==> src/rtl/fetch_ctrl.sv <==
// Program counter and fetch sequencer placed after the ALU: next-PC selection, the carry flag,
// the branch-target table and the IDLE/RUN/HALTED lifecycle with a retired-instruction count.
module fetch_ctrl #(
    parameter int PC_W  = 10,
    parameter int IDX_W = 5,
    parameter int CNT_W = 16
) (
    input  logic             CLK,
    input  logic             Reset,
    input  logic             Start,
    input  logic             Halt_req,
    input  logic             Branch_en,
    input  logic             Zero,
    input  logic             SC_OUT,
    input  logic             Carry_we,
    input  logic [IDX_W-1:0] Target_idx,
    input  logic             Lut_we,
    input  logic [IDX_W-1:0] Lut_addr,
    input  logic [PC_W-1:0]  Lut_data,
    output logic [PC_W-1:0]  PC,
    output logic             SC_FLAG,
    output logic             Running,
    output logic             Done,
    output logic [CNT_W-1:0] Instr_cnt
);

    localparam int               LUT_DEPTH = 1 << IDX_W;
    localparam logic [CNT_W-1:0] CNT_MAX   = '1;

    typedef enum logic [1:0] {
        S_IDLE    = 2'd0,
        S_RUN     = 2'd1,
        S_HALTED  = 2'd2
    } state_e;

    state_e           state_q, state_d;
    logic [PC_W-1:0]  pc_q, pc_d;
    logic             sc_q, sc_d;
    logic [CNT_W-1:0] cnt_q, cnt_d;
    logic [PC_W-1:0]  lut_q [LUT_DEPTH];

    always_comb begin
        // NOTE: every signal gets a hold default first so no path through the case can infer a latch.
        state_d = state_q;
        pc_d    = pc_q;
        sc_d    = sc_q;
        cnt_d   = cnt_q;
        case (state_q)
            // Flow-control inputs are only looked at in RUN, so X on them elsewhere cannot reach state.
            S_IDLE, S_HALTED: begin
                if (Start) begin
                    state_d = S_RUN;
                    pc_d    = '0;
                    sc_d    = 1'b0;
                    cnt_d   = '0;
                end
            end
            S_RUN: begin
                if (cnt_q != CNT_MAX) cnt_d = cnt_q + 1'b1;
                if (Carry_we)         sc_d  = SC_OUT;
                if (Halt_req)                 state_d = S_HALTED;
                else if (Branch_en && Zero)   pc_d    = lut_q[Target_idx];
                else                          pc_d    = pc_q + 1'b1;
            end
            default: state_d = S_IDLE;
        endcase
    end

    // NOTE: sequential state uses non-blocking assignments only, so every flop samples pre-edge values.
    always_ff @(posedge CLK or posedge Reset) begin
        if (Reset) begin
            state_q <= S_IDLE;
            pc_q    <= '0;
            sc_q    <= 1'b0;
            cnt_q   <= '0;
            // NOTE: the table is a register array that must come up all-zero, so it is reset like any flop.
            for (int i = 0; i < LUT_DEPTH; i++) lut_q[i] <= '0;
        end else begin
            state_q <= state_d;
            pc_q    <= pc_d;
            sc_q    <= sc_d;
            cnt_q   <= cnt_d;
            // The branch read above sees the old entry; the new value lands at this edge.
            if (Lut_we) lut_q[Lut_addr] <= Lut_data;
        end
    end

    assign PC        = pc_q;
    assign SC_FLAG   = sc_q;
    assign Instr_cnt = cnt_q;
    assign Running   = (state_q == S_RUN);
    assign Done      = (state_q == S_HALTED);

endmodule

==> config.mk <==
export PLATFORM = sky130hd
export DESIGN_NAME = fetch_ctrl
export DESIGN_NICKNAME = d
export VERILOG_FILES = /design/src/rtl/fetch_ctrl.sv
export SDC_FILE = /design/constraint.sdc
export NUM_CORES = 1
export LEC_CHECK = 0
export BUFFER_PORTS_ARGS = -buffer_cell sky130_fd_sc_hd__clkbuf_2
export CAP_MARGIN = 10
export CORE_AREA = 2 2 245 174
export CTS_BUF_LIST = sky130_fd_sc_hd__clkbuf_4 sky130_fd_sc_hd__clkbuf_8
export DETAILED_ROUTE_END_ITERATION = 8
export DIE_AREA = 0 0 247 176
export SKIP_CTS_REPAIR_TIMING = 1
export SYNTH_ARGS = -nofsm -noshare
export SYNTH_HDL_FRONTEND = slang
export SYNTH_SLANG_ARGS = --single-unit
==> constraint.sdc <==
create_clock -name CLK -period 14 [get_ports CLK]
set_input_delay 2.8 -clock CLK [delete_from_list [all_inputs] [get_ports CLK]]
set_output_delay 2.8 -clock CLK [all_outputs]
set_load 0.02 [all_outputs]
Word level (Yosys, flattened, before mapping)
Index checks and enable logic that the tools add are counted. Widths: inputs -> output; s select.

Register bits: 349. Input port bits: 29. Logic and storage cells: 79. Output and inout port bits: 29.

Equal/unequal tests: 8. Bitwise gates (word level): 2. Reductions and logical operators: 9. Order comparisons: 3. Add/subtract/negate cells: 2. Mux-type cells: 19.

Operator list (count): $bwmux 320 (1); $mux 10 (6); $bmux 10 s5 (1); $demux 10 s5 (1); $mux 16 (2); $pmux 16 s2 (1); $pmux 10 s2 (1); $add 16x1->16 const B (1); $ne 16x16->1 const B (1); $ge 6x6->1 const B (2); $not 5->6 (2); $add 10x1->10 const B (1); $reduce_and 3->1 (3); $ne 2x2->1 const B (4); $lt 6x1->1 const B (1); $mux 2 (2); $pmux 2 s2 (1); $eq 2x1->1 const B (1); $eq 2x2->1 const B (1); $logic_and 1x1->1 (2); $logic_not 2->1 (1); $mux 1 (2); $ne 2x1->1 const B (1); $pmux 1 s2 (1); other kinds (3) (3).

Longest topological paths before layout
Depth after elaboration: 7. Gate-level depth with buffers: 10. Mapped depth without buffers: 7.

Worst setup path before layout
Ideal clock, no wire load.

Kind: input to register. Start: input Target_idx[2]. End: register pc_q[7], in the netlist PC[7]. Data arrival time: 4.354 ns. Cell stages on the path: 7. Path buffers: 3. Required time: 13.874 ns. Setup slack: 9.520 ns. Setup time: 0.126 ns. Path through: buf_2 -> buf_2 -> buf_2 -> mux4_2 -> a2111oi_0 -> nor4_1 -> a221o_1.

Word-level cells in the longest chain between the ends: 7.

RTL lines: start: declaration (RTL line 16) `input logic [IDX_W-1:0] Target_idx,`; $not 5->6 (implied by the code) (RTL line 62) `else if (Branch_en && Zero) pc_d = lut_q[Target_idx];`; $bmux 10 s5 (RTL line 62); $mux 10 (implied by the code) (2 in a row) (RTL line 62); $mux 10 (RTL line 62); $mux 10 (RTL line 61) `if (Halt_req) state_d = S_HALTED;`; $pmux 10 s2 (RTL line 48) `case (state_q)`; end signal: assignment (RTL line 80) `pc_q <= pc_d;`; end: declaration (RTL line 37) `logic [PC_W-1:0] pc_q, pc_d;`.

No other way between the ends. The select of a mux whose other input is x is not followed. A chain may end at the register's enable or synchronous reset.

Worst setup path in the final report
Start: input Target_idx[0]. End: register pc_q[7], in the netlist PC[7].

The elaborated chain is that of the path after synthesis.

==> results.yml <==
die:
  coreArea_sq_um: 40900
  die_width_microns: 247
  start_util_pct: 39.8
  fp.dieH_microns: 176
  rows: 62
  dieArea_sq_um: 43500
  io_pins: 58
worst_setup_path:
  crit_fanout: 44
  cp_top_family: "buffers and inverters"
  crit_start: "Target_idx[0]"
  r2r-start: "state_q[0]"
  cp-end-kind: "register"
  crit_chain: "buf_4 > buf_4 > mux4_1 > mux4_2 > nor2b_1 > nor4_1 > a221o_1"
  cpMostUsedCell: "buf_4"
  critPathLaunchType: "input pin"
  crit_arrival_ns: 5.98
  path_buf_inv: 2
  required_ns: 14.51
  cpMaxStageDelayCell: "buf_4"
  path_class: "input pin to register"
  crit_path_max_incr_delay_ns: 0.73
placement:
  globalplace.congestion: 0.885
  port_buffers: 57
  dp_cells: 1671
  dpl.hpwl_mm: 27.1
timing:
  period_needed_ns: 5.47
  grt_setup_unrepaired: "no"
  max_slew_margin_pct: 20.6
  worst_slew_pin_slew_ns: 1.19
  final_hold_viol_count: 0
  setup_violations: 0
  fin_worst_skew_ns: 0.0314
  final_max_slew_viol_count: 0
  finalCritPeriodShare_pct: 39.1
  final.setup.tns_ns: 0
  fmax_ghz: 0.183
clock_network:
  cts_tree: "built"
  clkLatencyLatePin_ns: 0.62
  clk_pin_slew_ns: 0.07
  ctsRootBufferMaster: "clkbuf_8"
  htreeDepth: 2
  cts_max_path_buffers: 3
  cts_buffers: 53
  cts_sinks: 349
outcome:
  status: "complete, no violations"
power_and_ir_drop:
  leakage_nw: 8.18
  irDropWorstVdd_mv: 0.0814
  powerDensity_nw_per_um2: 148
logic_synthesis:
  avgSynthCellArea_sq_um: 14.4
  syn_inst: 1132
  ys_warn_count: 0
  synth.distinct_cells: 58
  yosys-top-cells-area: "dfrtp_1, mux2_2, mux4_2, mux2i_1, clkbuf_1"
  synth_top_area_share_pct: 53.7
  synth_ff_type: "dfrtp_1"
  synth.yosys.seq_area_share_pct: 53.7
  syn-num-nets: 1163
  synth_top_cell_by_area: "dfrtp_1"
  synth-seq-cells: 349
  async_flop_share_pct: 100
  syn-cell-area_sq_um: 16300
  synth_edf_count: 0
global_routing:
  antenna_found_initial: 0
  grt_max_degree: 140
  grt_pass1_vias: 10300
  grt_use_total_pct: 20.3
  grt_pass1_wl_mm: 65.5
  grt-ovfl-total: 0
final_layout:
  area_delta_synth_final_pct: 11.8
  fillCellCount: 3713
  layout.nets: 1213
  finish.utilization_pct: 44.5
  drive_gt1_share_pct: 46.0
  multiInputGateArea_sq_um: 7180
  mostFrequentLayoutCells: "dfrtp_1, mux2_2, clkbuf_8, mux4_2, clkbuf_2"
  final_common_cell: "dfrtp_1"
  ff_latch_area_sq_um: 8730
  antenna_cells: 0
  final_cells: 1769
detailed_routing:
  ant_nets: 0
  drt-pass1-iter-count: 5
  viasPerCell: 5.70
  drcViolationCount: 0
  drt_wl_total_mm: 42.9
  wl_per_cell_microns: 24.3
  drt-initial-drc-count: 807
  num_vias: 10100
flow_run:
  maxCapViolCount: 0
worst_hold_path:
  min_path_type: "register to register"
  min_from: "lut_q[307]"
-- where the power goes --
part	total, mW	internal, mW	leakage, nW	switching, mW
combinational	0.453	0.246	3.06	0.207
sequential	1.31	1.20	4.49	0.106
clock	0.932	0.518	0.636	0.414
total	2.69	1.96	8.18	0.728
-- final cells by class --
cell class | count | area share, %
Sequential cell | 349 | 48.0
Multi-Input combinational cell | 704 | 39.5
Clock buffer | 86 | 6.06
Tap cell | 544 | 3.74
Timing Repair Buffer | 68 | 2.05
Clock inverter | 12 | 0.530
Inverter | 6 | 0.165
-- Yosys cell counts (all sizes together), types with 3 or more instances --
master / instances
nand3: 27
o22ai: 4
dfrtp: 349
or3b: 5
buf: 23
mux4: 66
nor3: 5
o211ai: 4
or3: 4
a211o: 3
nor2b: 8
and3: 5
a21oi: 13
nor3b: 9
o221ai: 6
mux2i: 44
inv: 4
and4: 4
a31oi: 6
a221o: 3
nand4: 10
nand2: 50
nor4: 3
mux2: 320
nand3b: 8
nand2b: 3
clkbuf: 50
a22oi: 11
a2111oi: 4
o21ai: 15
nor2: 38
-- layer usage --
metal,global-route usage [%],share of wire (%),vias up
li1,-,-,4363
met1,30.9,48,5334
met2,28.6,42,299
met3,4.62,7.2,78
met4,5.65,2.4,2
met5,1.02,0.13,-
-- state kept, by name, summed over array words and instances, names as in the netlist --
register	cells
Instr_cnt	16
PC	10
SC_FLAG	1
lut_q	320
state_q	2
-- through the flow --
stage	hold WS, ns	cell area [sq um]	power (mW)	worst slack, ns
2_1_floorplan	0.452	16300	1.64	1.52
3_3_place_gp	0.479	17000	1.76	7.93
3_5_place_dp	0.486	17000	1.78	7.86
4_1_cts	0.501	18200	2.71	8.54
5_1_grt	0.512	18200	2.82	8.38
6_report	0.499	18200	2.69	8.53
-- final timing paths --
check | end | slack, ns | depth (start not counted)
setup reg to reg | PC[5] | 11.46 | 5
hold / removal | lut_q[307] | 0.50 | 1
min in group asynchronous | lut_q[279] | 2.38 | 2
setup / recovery | PC[7] | 8.53 | 7
hold reg to reg | lut_q[307] | 0.50 | 1
max in group asynchronous | lut_q[49] | 9.16 | 4
-- cell families (layout without fill, tap and decap cells) --
kind of cell    count (synthesis)  after routing  synth area share [%]
xor+xnor                        4              4                 0.215
compound gates                 83             83                  3.60
simple gates                  185            185                  6.00
mux                           430            430                  34.1
fa+ha+maj                       2              2                 0.154
flops                         349            349                  53.7
buf+inv                        79            172                  2.24
Note: power is estimated with default switching activity, not from simulation.
